### config.mk
export PLATFORM = sky130hd
export DESIGN_NAME = bmap_scanout_flat
export DESIGN_NICKNAME = d
export VERILOG_FILES = /design/src/rtl/bmap_scanout_pkg.sv /design/src/rtl/bmap_scanout_if.sv /design/src/rtl/bmap_scanout_serializer.sv /design/src/rtl/bmap_scanout.sv /design/src/flat_wrapper.sv
export SDC_FILE = /design/constraint.sdc
export NUM_CORES = 2
export LEC_CHECK = 0
export BUFFER_PORTS_ARGS = -buffer_cell sky130_fd_sc_hd__buf_4
export CORE_AREA = 3 3 626 628
export CTS_CLUSTER_SIZE = 20
export DETAILED_ROUTE_END_ITERATION = 16
export DIE_AREA = 0 0 629 631
export GPL_ROUTABILITY_DRIVEN = 0
export GPL_TIMING_DRIVEN = 0
export PLACE_DENSITY_LB_ADDON = 0.25
export RECOVER_POWER = 25
export SLEW_MARGIN = 0
export SYNTH_ARGS = -nofsm -noshare
export SYNTH_HDL_FRONTEND = slang
export SYNTH_HIERARCHICAL = 1
export SYNTH_SLANG_ARGS = --single-unit
### constraint.sdc
create_clock -name clk -period 133.4 [get_ports clk]
set_clock_uncertainty 0.2 [all_clocks]
set_input_delay 20.01 -clock clk [delete_from_list [all_inputs] [get_ports clk]]
set_output_delay 20.01 -clock clk [all_outputs]
set_load 0.01 [all_outputs]
### src/rtl/bmap_scanout_pkg.sv
// Shared constants and state encoding for the bitmap scan-out path.
// The address width is shared with the CPU-side bitmap store logic.
package bmap_scanout_pkg;
    localparam int BMAP_W         = 1536;
    localparam int BEAT_W         = 16;
    localparam int BEATS_PER_BMAP = BMAP_W / BEAT_W;
    localparam int ADDR_W         = 16;
    localparam int CNT_W          = 8;
    localparam int BEAT_CNT_W     = $clog2(BEATS_PER_BMAP);

    typedef enum logic [2:0] {
        ST_IDLE  = 3'd0,
        ST_REQ   = 3'd1,
        ST_CAPT  = 3'd2,
        ST_SHIFT = 3'd3,
        ST_DONE  = 3'd4
    } state_t;
endpackage

### src/rtl/bmap_scanout_if.sv
// Bitmap memory read port plus the outgoing beat stream.
// master = scan-out block, slave = memory / back-end environment.
interface bmap_scanout_if;
    import bmap_scanout_pkg::*;

    logic [ADDR_W-1:0] mem_rdaddress;
    logic              mem_rden;
    logic [BMAP_W-1:0] mem_q;
    logic [BEAT_W-1:0] pix_data;
    logic              pix_valid;
    logic              pix_ready;
    logic              pix_last;
    logic              pix_frame_end;

    modport master (
        output mem_rdaddress, mem_rden, pix_data, pix_valid, pix_last, pix_frame_end,
        input  mem_q, pix_ready
    );

    modport slave (
        input  mem_rdaddress, mem_rden, pix_data, pix_valid, pix_last, pix_frame_end,
        output mem_q, pix_ready
    );
endinterface

### src/rtl/bmap_scanout_serializer.sv
// Wide-to-narrow shift register: loads one bitmap word, emits it LSB beat first
// and flags the final beat of the word.
module bmap_scanout_serializer
    import bmap_scanout_pkg::*;
(
    input  logic              clk,
    input  logic              rst,
    input  logic              i_clr,
    input  logic              i_load,
    input  logic [BMAP_W-1:0] i_load_data,
    input  logic              i_shift,
    output logic [BEAT_W-1:0] o_beat,
    output logic              o_last
);
    logic [BMAP_W-1:0]     r_shift;
    logic [BEAT_CNT_W-1:0] r_beat;

    // Load wins over shift so a buffered word can replace the final beat in one cycle.
    always_ff @(posedge clk or posedge rst) begin
        if (rst) begin
            r_shift <= '0;
            r_beat  <= '0;
        end else if (i_clr) begin
            r_shift <= '0;
            r_beat  <= '0;
        end else if (i_load) begin
            r_shift <= i_load_data;
            r_beat  <= '0;
        end else if (i_shift) begin
            r_shift <= r_shift >> BEAT_W;
            r_beat  <= r_beat + BEAT_CNT_W'(1);
        end else begin
            r_shift <= r_shift;
            r_beat  <= r_beat;
        end
    end

    assign o_beat = r_shift[BEAT_W-1:0];
    assign o_last = (r_beat == BEAT_CNT_W'(BEATS_PER_BMAP - 1));
endmodule

### src/rtl/bmap_scanout.sv
// Bitmap scan-out: fetches a run of bitmap words and streams them as 16-bit beats.
// Define BMAP_SCANOUT_PREFETCH_EN to add a holding buffer for a gapless stream.
module bmap_scanout
    import bmap_scanout_pkg::*;
(
    input  logic              clk,
    input  logic              rst,
    input  logic              i_start,
    input  logic [ADDR_W-1:0] i_base_addr,
    input  logic [CNT_W-1:0]  i_count,
    input  logic              i_abort,
    output logic              o_busy,
    output logic              o_done,
    bmap_scanout_if.master    bus
);
    state_t            r_state;
    state_t            w_next;
    logic [ADDR_W-1:0] r_addr;
    logic [CNT_W-1:0]  r_remain;
    logic              w_hs;
    logic              w_last;
    logic              w_last_hs;
    logic              w_more;
    logic              w_load;
    logic              w_load_buf;
    logic              w_pf_issue;
    logic              w_pf_ready;
    logic [BMAP_W-1:0] w_pf_data;
    logic [BMAP_W-1:0] w_load_data;
    logic [BEAT_W-1:0] w_beat;

    assign w_hs      = (r_state == ST_SHIFT) && bus.pix_ready;
    assign w_last_hs = w_hs && w_last;
    // r_remain counts the bitmap currently being streamed.
    assign w_more    = (r_remain != CNT_W'(1));

`ifdef BMAP_SCANOUT_PREFETCH_EN
    logic [BMAP_W-1:0] r_pf_buf;
    logic              r_pf_full;
    logic              r_pf_pend;

    assign w_pf_issue = (r_state == ST_SHIFT) && w_more && !r_pf_full && !r_pf_pend;
    assign w_pf_ready = r_pf_full;
    assign w_pf_data  = r_pf_buf;

    // Holding buffer: capture the read issued last cycle; drop it once consumed.
    always_ff @(posedge clk or posedge rst) begin
        if (rst) begin
            r_pf_buf  <= '0;
            r_pf_full <= 1'b0;
            r_pf_pend <= 1'b0;
        end else if (i_abort) begin
            r_pf_buf  <= '0;
            r_pf_full <= 1'b0;
            r_pf_pend <= 1'b0;
        end else if (w_last_hs) begin
            r_pf_buf  <= r_pf_buf;
            r_pf_full <= 1'b0;
            r_pf_pend <= 1'b0;
        end else if (r_pf_pend) begin
            r_pf_buf  <= bus.mem_q;
            r_pf_full <= 1'b1;
            r_pf_pend <= 1'b0;
        end else begin
            r_pf_buf  <= r_pf_buf;
            r_pf_full <= r_pf_full;
            r_pf_pend <= w_pf_issue;
        end
    end
`else
    assign w_pf_issue = 1'b0;
    assign w_pf_ready = 1'b0;
    assign w_pf_data  = '0;
`endif

    // State register.
    always_ff @(posedge clk or posedge rst) begin
        if (rst) begin
            r_state <= ST_IDLE;
        end else begin
            r_state <= w_next;
        end
    end

    // Next-state and serializer load control; abort overrides everything.
    always_comb begin
        w_next     = r_state;
        w_load     = 1'b0;
        w_load_buf = 1'b0;
        case (r_state)
            ST_IDLE: begin
                if (i_start) begin
                    w_next = (i_count == '0) ? ST_DONE : ST_REQ;
                end else begin
                    w_next = ST_IDLE;
                end
            end
            ST_REQ:  w_next = ST_CAPT;
            ST_CAPT: begin
                w_next = ST_SHIFT;
                w_load = 1'b1;
            end
            ST_SHIFT: begin
                if (w_last_hs && !w_more) begin
                    w_next = ST_DONE;
                end else if (w_last_hs && w_pf_ready) begin
                    w_next     = ST_SHIFT;
                    w_load     = 1'b1;
                    w_load_buf = 1'b1;
                end else if (w_last_hs) begin
                    w_next = ST_REQ;
                end else begin
                    w_next = ST_SHIFT;
                end
            end
            ST_DONE: w_next = ST_IDLE;
            default: w_next = ST_IDLE;
        endcase
        if (i_abort) begin
            w_next     = ST_IDLE;
            w_load     = 1'b0;
            w_load_buf = 1'b0;
        end else begin
            w_next = w_next;
        end
    end

    // Run bookkeeping: address and bitmaps remaining, latched on an accepted start.
    always_ff @(posedge clk or posedge rst) begin
        if (rst) begin
            r_addr   <= '0;
            r_remain <= '0;
        end else if (i_abort) begin
            r_addr   <= r_addr;
            r_remain <= r_remain;
        end else if ((r_state == ST_IDLE) && i_start) begin
            r_addr   <= i_base_addr;
            r_remain <= i_count;
        end else if (w_last_hs) begin
            r_addr   <= w_more ? (r_addr + ADDR_W'(1)) : r_addr;
            r_remain <= r_remain - CNT_W'(1);
        end else begin
            r_addr   <= r_addr;
            r_remain <= r_remain;
        end
    end

    assign w_load_data = w_load_buf ? w_pf_data : bus.mem_q;

    bmap_scanout_serializer u_ser (
        .clk         (clk),
        .rst         (rst),
        .i_clr       (i_abort),
        .i_load      (w_load),
        .i_load_data (w_load_data),
        .i_shift     (w_hs && !i_abort),
        .o_beat      (w_beat),
        .o_last      (w_last)
    );

    assign o_busy            = (r_state != ST_IDLE);
    assign o_done            = (r_state == ST_DONE);
    assign bus.mem_rden      = (r_state == ST_REQ) || w_pf_issue;
    assign bus.mem_rdaddress = (r_state == ST_REQ) ? r_addr :
                               (w_pf_issue ? (r_addr + ADDR_W'(1)) : '0);
    assign bus.pix_valid     = (r_state == ST_SHIFT);
    assign bus.pix_data      = bus.pix_valid ? w_beat : '0;
    assign bus.pix_last      = bus.pix_valid && w_last;
    assign bus.pix_frame_end = bus.pix_valid && w_last && !w_more;
endmodule

### src/flat_wrapper.sv
// flat-port wrapper written by rule: the top's interface ports become plain ports
module bmap_scanout_flat import bmap_scanout_pkg::*;
  (clk, rst, i_start, i_base_addr, i_count, i_abort, o_busy, o_done, bus_mem_rdaddress, bus_mem_rden, bus_pix_data, bus_pix_valid, bus_pix_last, bus_pix_frame_end, bus_mem_q, bus_pix_ready);
  bmap_scanout_if bus_i ();
  input  logic clk;
  input  logic rst;
  input  logic i_start;
  input  logic [ADDR_W-1:0] i_base_addr;
  input  logic [CNT_W-1:0] i_count;
  input  logic i_abort;
  output logic o_busy;
  output logic o_done;
  output wire logic [$bits(bus_i.mem_rdaddress)-1:0] bus_mem_rdaddress;
  output wire logic [$bits(bus_i.mem_rden)-1:0] bus_mem_rden;
  output wire logic [$bits(bus_i.pix_data)-1:0] bus_pix_data;
  output wire logic [$bits(bus_i.pix_valid)-1:0] bus_pix_valid;
  output wire logic [$bits(bus_i.pix_last)-1:0] bus_pix_last;
  output wire logic [$bits(bus_i.pix_frame_end)-1:0] bus_pix_frame_end;
  input wire logic [$bits(bus_i.mem_q)-1:0] bus_mem_q;
  input wire logic [$bits(bus_i.pix_ready)-1:0] bus_pix_ready;
  assign bus_mem_rdaddress = bus_i.mem_rdaddress;
  assign bus_mem_rden = bus_i.mem_rden;
  assign bus_pix_data = bus_i.pix_data;
  assign bus_pix_valid = bus_i.pix_valid;
  assign bus_pix_last = bus_i.pix_last;
  assign bus_pix_frame_end = bus_i.pix_frame_end;
  assign bus_i.mem_q = bus_mem_q;
  assign bus_i.pix_ready = bus_pix_ready;
  bmap_scanout u_core (.clk(clk), .rst(rst), .i_start(i_start), .i_base_addr(i_base_addr), .i_count(i_count), .i_abort(i_abort), .o_busy(o_busy), .o_done(o_done), .bus(bus_i));
endmodule
==> reports/results.txt <==
status: finished, violations left
violated checks: capacitance limit, slew limit
Distinct cells, synth: 59
worst skew pair latency: 0.88 ns
flop2flop setup slack: 129.15 ns
first-pass GRT wire length: 541 mm
syn nets: 8493
CP bufs+invs: 4
port bufs: 1602
Worst Path Max Fanout: 121
internal power: 0.894 mW
Total GRT Usage: 19.2%
Initial Utilization: 22.3%
sw frac: 26.8%
Setup TNS Final: 0 ns
vias in the first global route: 65700
largest net degree at the start of global routing: 122
Worst EP arrival: 31.93 ns
sequential area share after synthesis: 45.6%
setup repair bufs after CTS: 0
MaxCap Viol Count: 9
fin. max-slew vios: 834
vias per cell: 4.36
Post-Layout Cell Count: 14200
number of flops mapped to enable cells by yosys: 0
Most Frequent Cell on Critical Path: clkbuf_1
hold path cells: 1
Gates resized, CTS repair: 0
dominant synthesized flop cell: dfrtp_1
final setup margin: 100.60 ns
die footprint: 397000 sq um
post-route cell area: 112000 sq um
Switch Pwr: 0.327 mW
Area Growth Syn to Fin: 29.5%
CTS tree: built
Reg power frac: 42.1%
Final Cycle Share: 24.6%
Hold Path Class: reg -> reg
die extent in y: 631 microns
drt initial violations: 3805
synthesized area: 86200 sq um
unrepaired setup endpoints after global routing: no
CP Capture Type: asynchronous set/reset pin
placed inst area: 105000 sq um
Async S/R FF share, synth: 100%
r2r startpoint: u_core/r_state[1]
# nets final: 10300
clock sink count: 1570
CP delay by family, top: buffers and inverters
Setup Slack @ Placement: 108.75 ns
CTS max path bufs: 4
GR Overflow Total: 0
Die W: 629 microns
Reg-to-Reg End: u_core/u_ser/r_shift[1168]
crit-path cells: clkbuf_1 > clkinvlp_2 > clkbuf_1 > clkbuf_1
cts bufs inserted: 197
num rows: 228
dpl cells: 13700
core area: 386000 sq um
Worst Setup Start Kind: input port
Logic pwr share: 13.5%
Seq cells post-synth: 1570
Syn Inst Count: 6924
drt total wl: 397 mm
Crit path required time: 132.53 ns
vias: 61900
hold_buf cts: 0
Yosys warnings: 6
CTS H-tree depth: 4
Syn Area/Cell: 12.4 sq um
Ports: 1603
clock-pin transition on the worst setup and hold timing paths: 0.06 ns
Post-DP HPWL: 324 mm
share of layout cells above drive strength 1: 42.4%
Post-route DRC: 0
Worst Setup Path Type: in -> async
DR WL/cell: 28.0 microns
CP peak stage delay: 4.82 ns
Final ANT Viol Nets: 0
antenna violations before repair: 193
maximum clock rate: 30.5 MHz
Final Core Density: 28.9%
relative slew slack: -332%
final hold viol count: 0
worst-margin pin slew: 6.48 ns
CTS root buf: clkbuf_16
clock period minus worst slack: 32.80 ns
Leakage Power: 49.8 nW
Setup-failing EPs final: 0
drt first pass iters: 6
Worst Hold Launch: u_core/u_ser/r_shift[1520]
Worst Hold Path EP: u_core/u_ser/r_shift[1520]
FF-to-FF path depth: 8
Clk network pwr share: 44.4%
slowest stage cell, crit path: clkbuf_1
VDD IR-drop max: 0.00983 mV
Power Dens Cells: 10.9 nW/um^2
layer usage:
layer | global-route usage, % | vias up | wire length, microns
met3 | 4.54 | 587 | 23400
met5 | 0 | - | 631
met1 | 22.2 | 31500 | 156000
met4 | 7.64 | 98 | 13800
li1 | - | 27800 | -
met2 | 33.9 | 1857 | 203000
through the flow:
step           hold slack [ns]  power (mW)
2_1_floorplan            0.273       0.605
3_3_place_gp             0.292       0.687
3_5_place_dp             0.296       0.689
4_1_cts                  0.313        1.24
5_1_grt                  0.316        1.27
6_report                 0.310        1.22
registers in the layout, indices dropped and copies added (netlist names):
| register | count |
|---|---|
| u_core/u_ser/r_shift | 1536 |
| u_core/r_addr | 16 |
| u_core/r_remain | 8 |
| u_core/u_ser/r_beat | 7 |
| u_core/r_state | 3 |
Yosys cell counts (all sizes together) (7+ instances only):
cell,instances,share of area (%)
a21oi,14,0.081
a22o,20,0.20
a2bb2oi,9,0.091
a31oi,10,0.080
and2,33,0.24
buf,361,3.2
clkbuf,185,0.81
dfrtp,1570,46
inv,7,0.030
mux2,1521,24
mux2i,1521,18
nand2,15,0.065
nand3,13,0.075
nor2,1537,6.7
nor3,14,0.094
nor4,7,0.058
o21ai,14,0.081
o22ai,10,0.073
worst max path at each step:
| stage | startpoint | end | slack [ns] | depth (start not counted) |
|---|---|---|---|---|
| floorplan | rst | u_core/u_ser/r_beat[0] | 69.66 | 1 |
| global placement | rst | u_core/u_ser/r_shift[600] | 48.62 | 2 |
| detailed placement | i_abort | u_core/u_ser/r_shift[1511] | 108.75 | 6 |
| CTS | i_abort | u_core/u_ser/r_shift[1512] | 109.70 | 6 |
| global route | rst | u_core/u_ser/r_shift[952] | 98.12 | 4 |
| finish | rst | u_core/u_ser/r_shift[870] | 100.60 | 4 |
cells in the final DEF, fill, tap and decap left out, types with 3 or more instances in the layout:
cell type,instances
nor2_1,1536
ha_1,4
inv_6,4
diode_2,121
mux2_1,17
bufinv_16,10
a21oi_1,14
o31ai_1,5
nor3_1,12
a22o_1,20
clkinv_2,30
mux2i_1,1521
buf_2,138
mux2_2,504
nor4_1,6
o22ai_1,10
dfrtp_1,1570
and2_1,32
inv_16,4
a31oi_1,10
nand2_1,15
nor3b_1,3
buf_4,1701
clkbuf_8,39
buf_16,8
mux2_4,1000
a2bb2oi_1,9
clkinvlp_4,5
buf_6,117
o21ai_0,13
clkbuf_1,253
a22oi_1,5
nand4_1,6
nand3_1,13
or3_1,4
and3_1,4
clkbuf_16,200
inv_1,6
layout make-up:
class                           count  area (sq um)
Sequential cell                  1570         39300
Clock buffer                      294          5750
Clock inverter                     54           619
Multi-Input combinational cell   4801         43400
Inverter                            7          27.5
Timing Repair Buffer             1617         12300
Antenna cell                      121           303
Fill cell                       39900        274000
Buffer                            546          3480
Tap cell                         5175          6470
power groups by stage:
stage / clock network [mW] / logic, mW / registers [mW]
after floorplan: 0 / 0.0912 / 0.514
after global placement: 0 / 0.163 / 0.524
after global routing: 0.577 / 0.177 / 0.516
final: 0.542 / 0.165 / 0.514
after detailed placement: 0 / 0.166 / 0.523
after CTS: 0.559 / 0.167 / 0.514
logic make-up after synthesis:
logic type	count (synthesis)	synth area share, %
fa+ha+maj	4	0.0581
flops	1570	45.6
buf+inv	553	4.08
mux	3042	41.9
simple gates	1650	7.50
xor+xnor	3	0.0305
compound gates	102	0.856
Power figures use the tool's default switching activity.
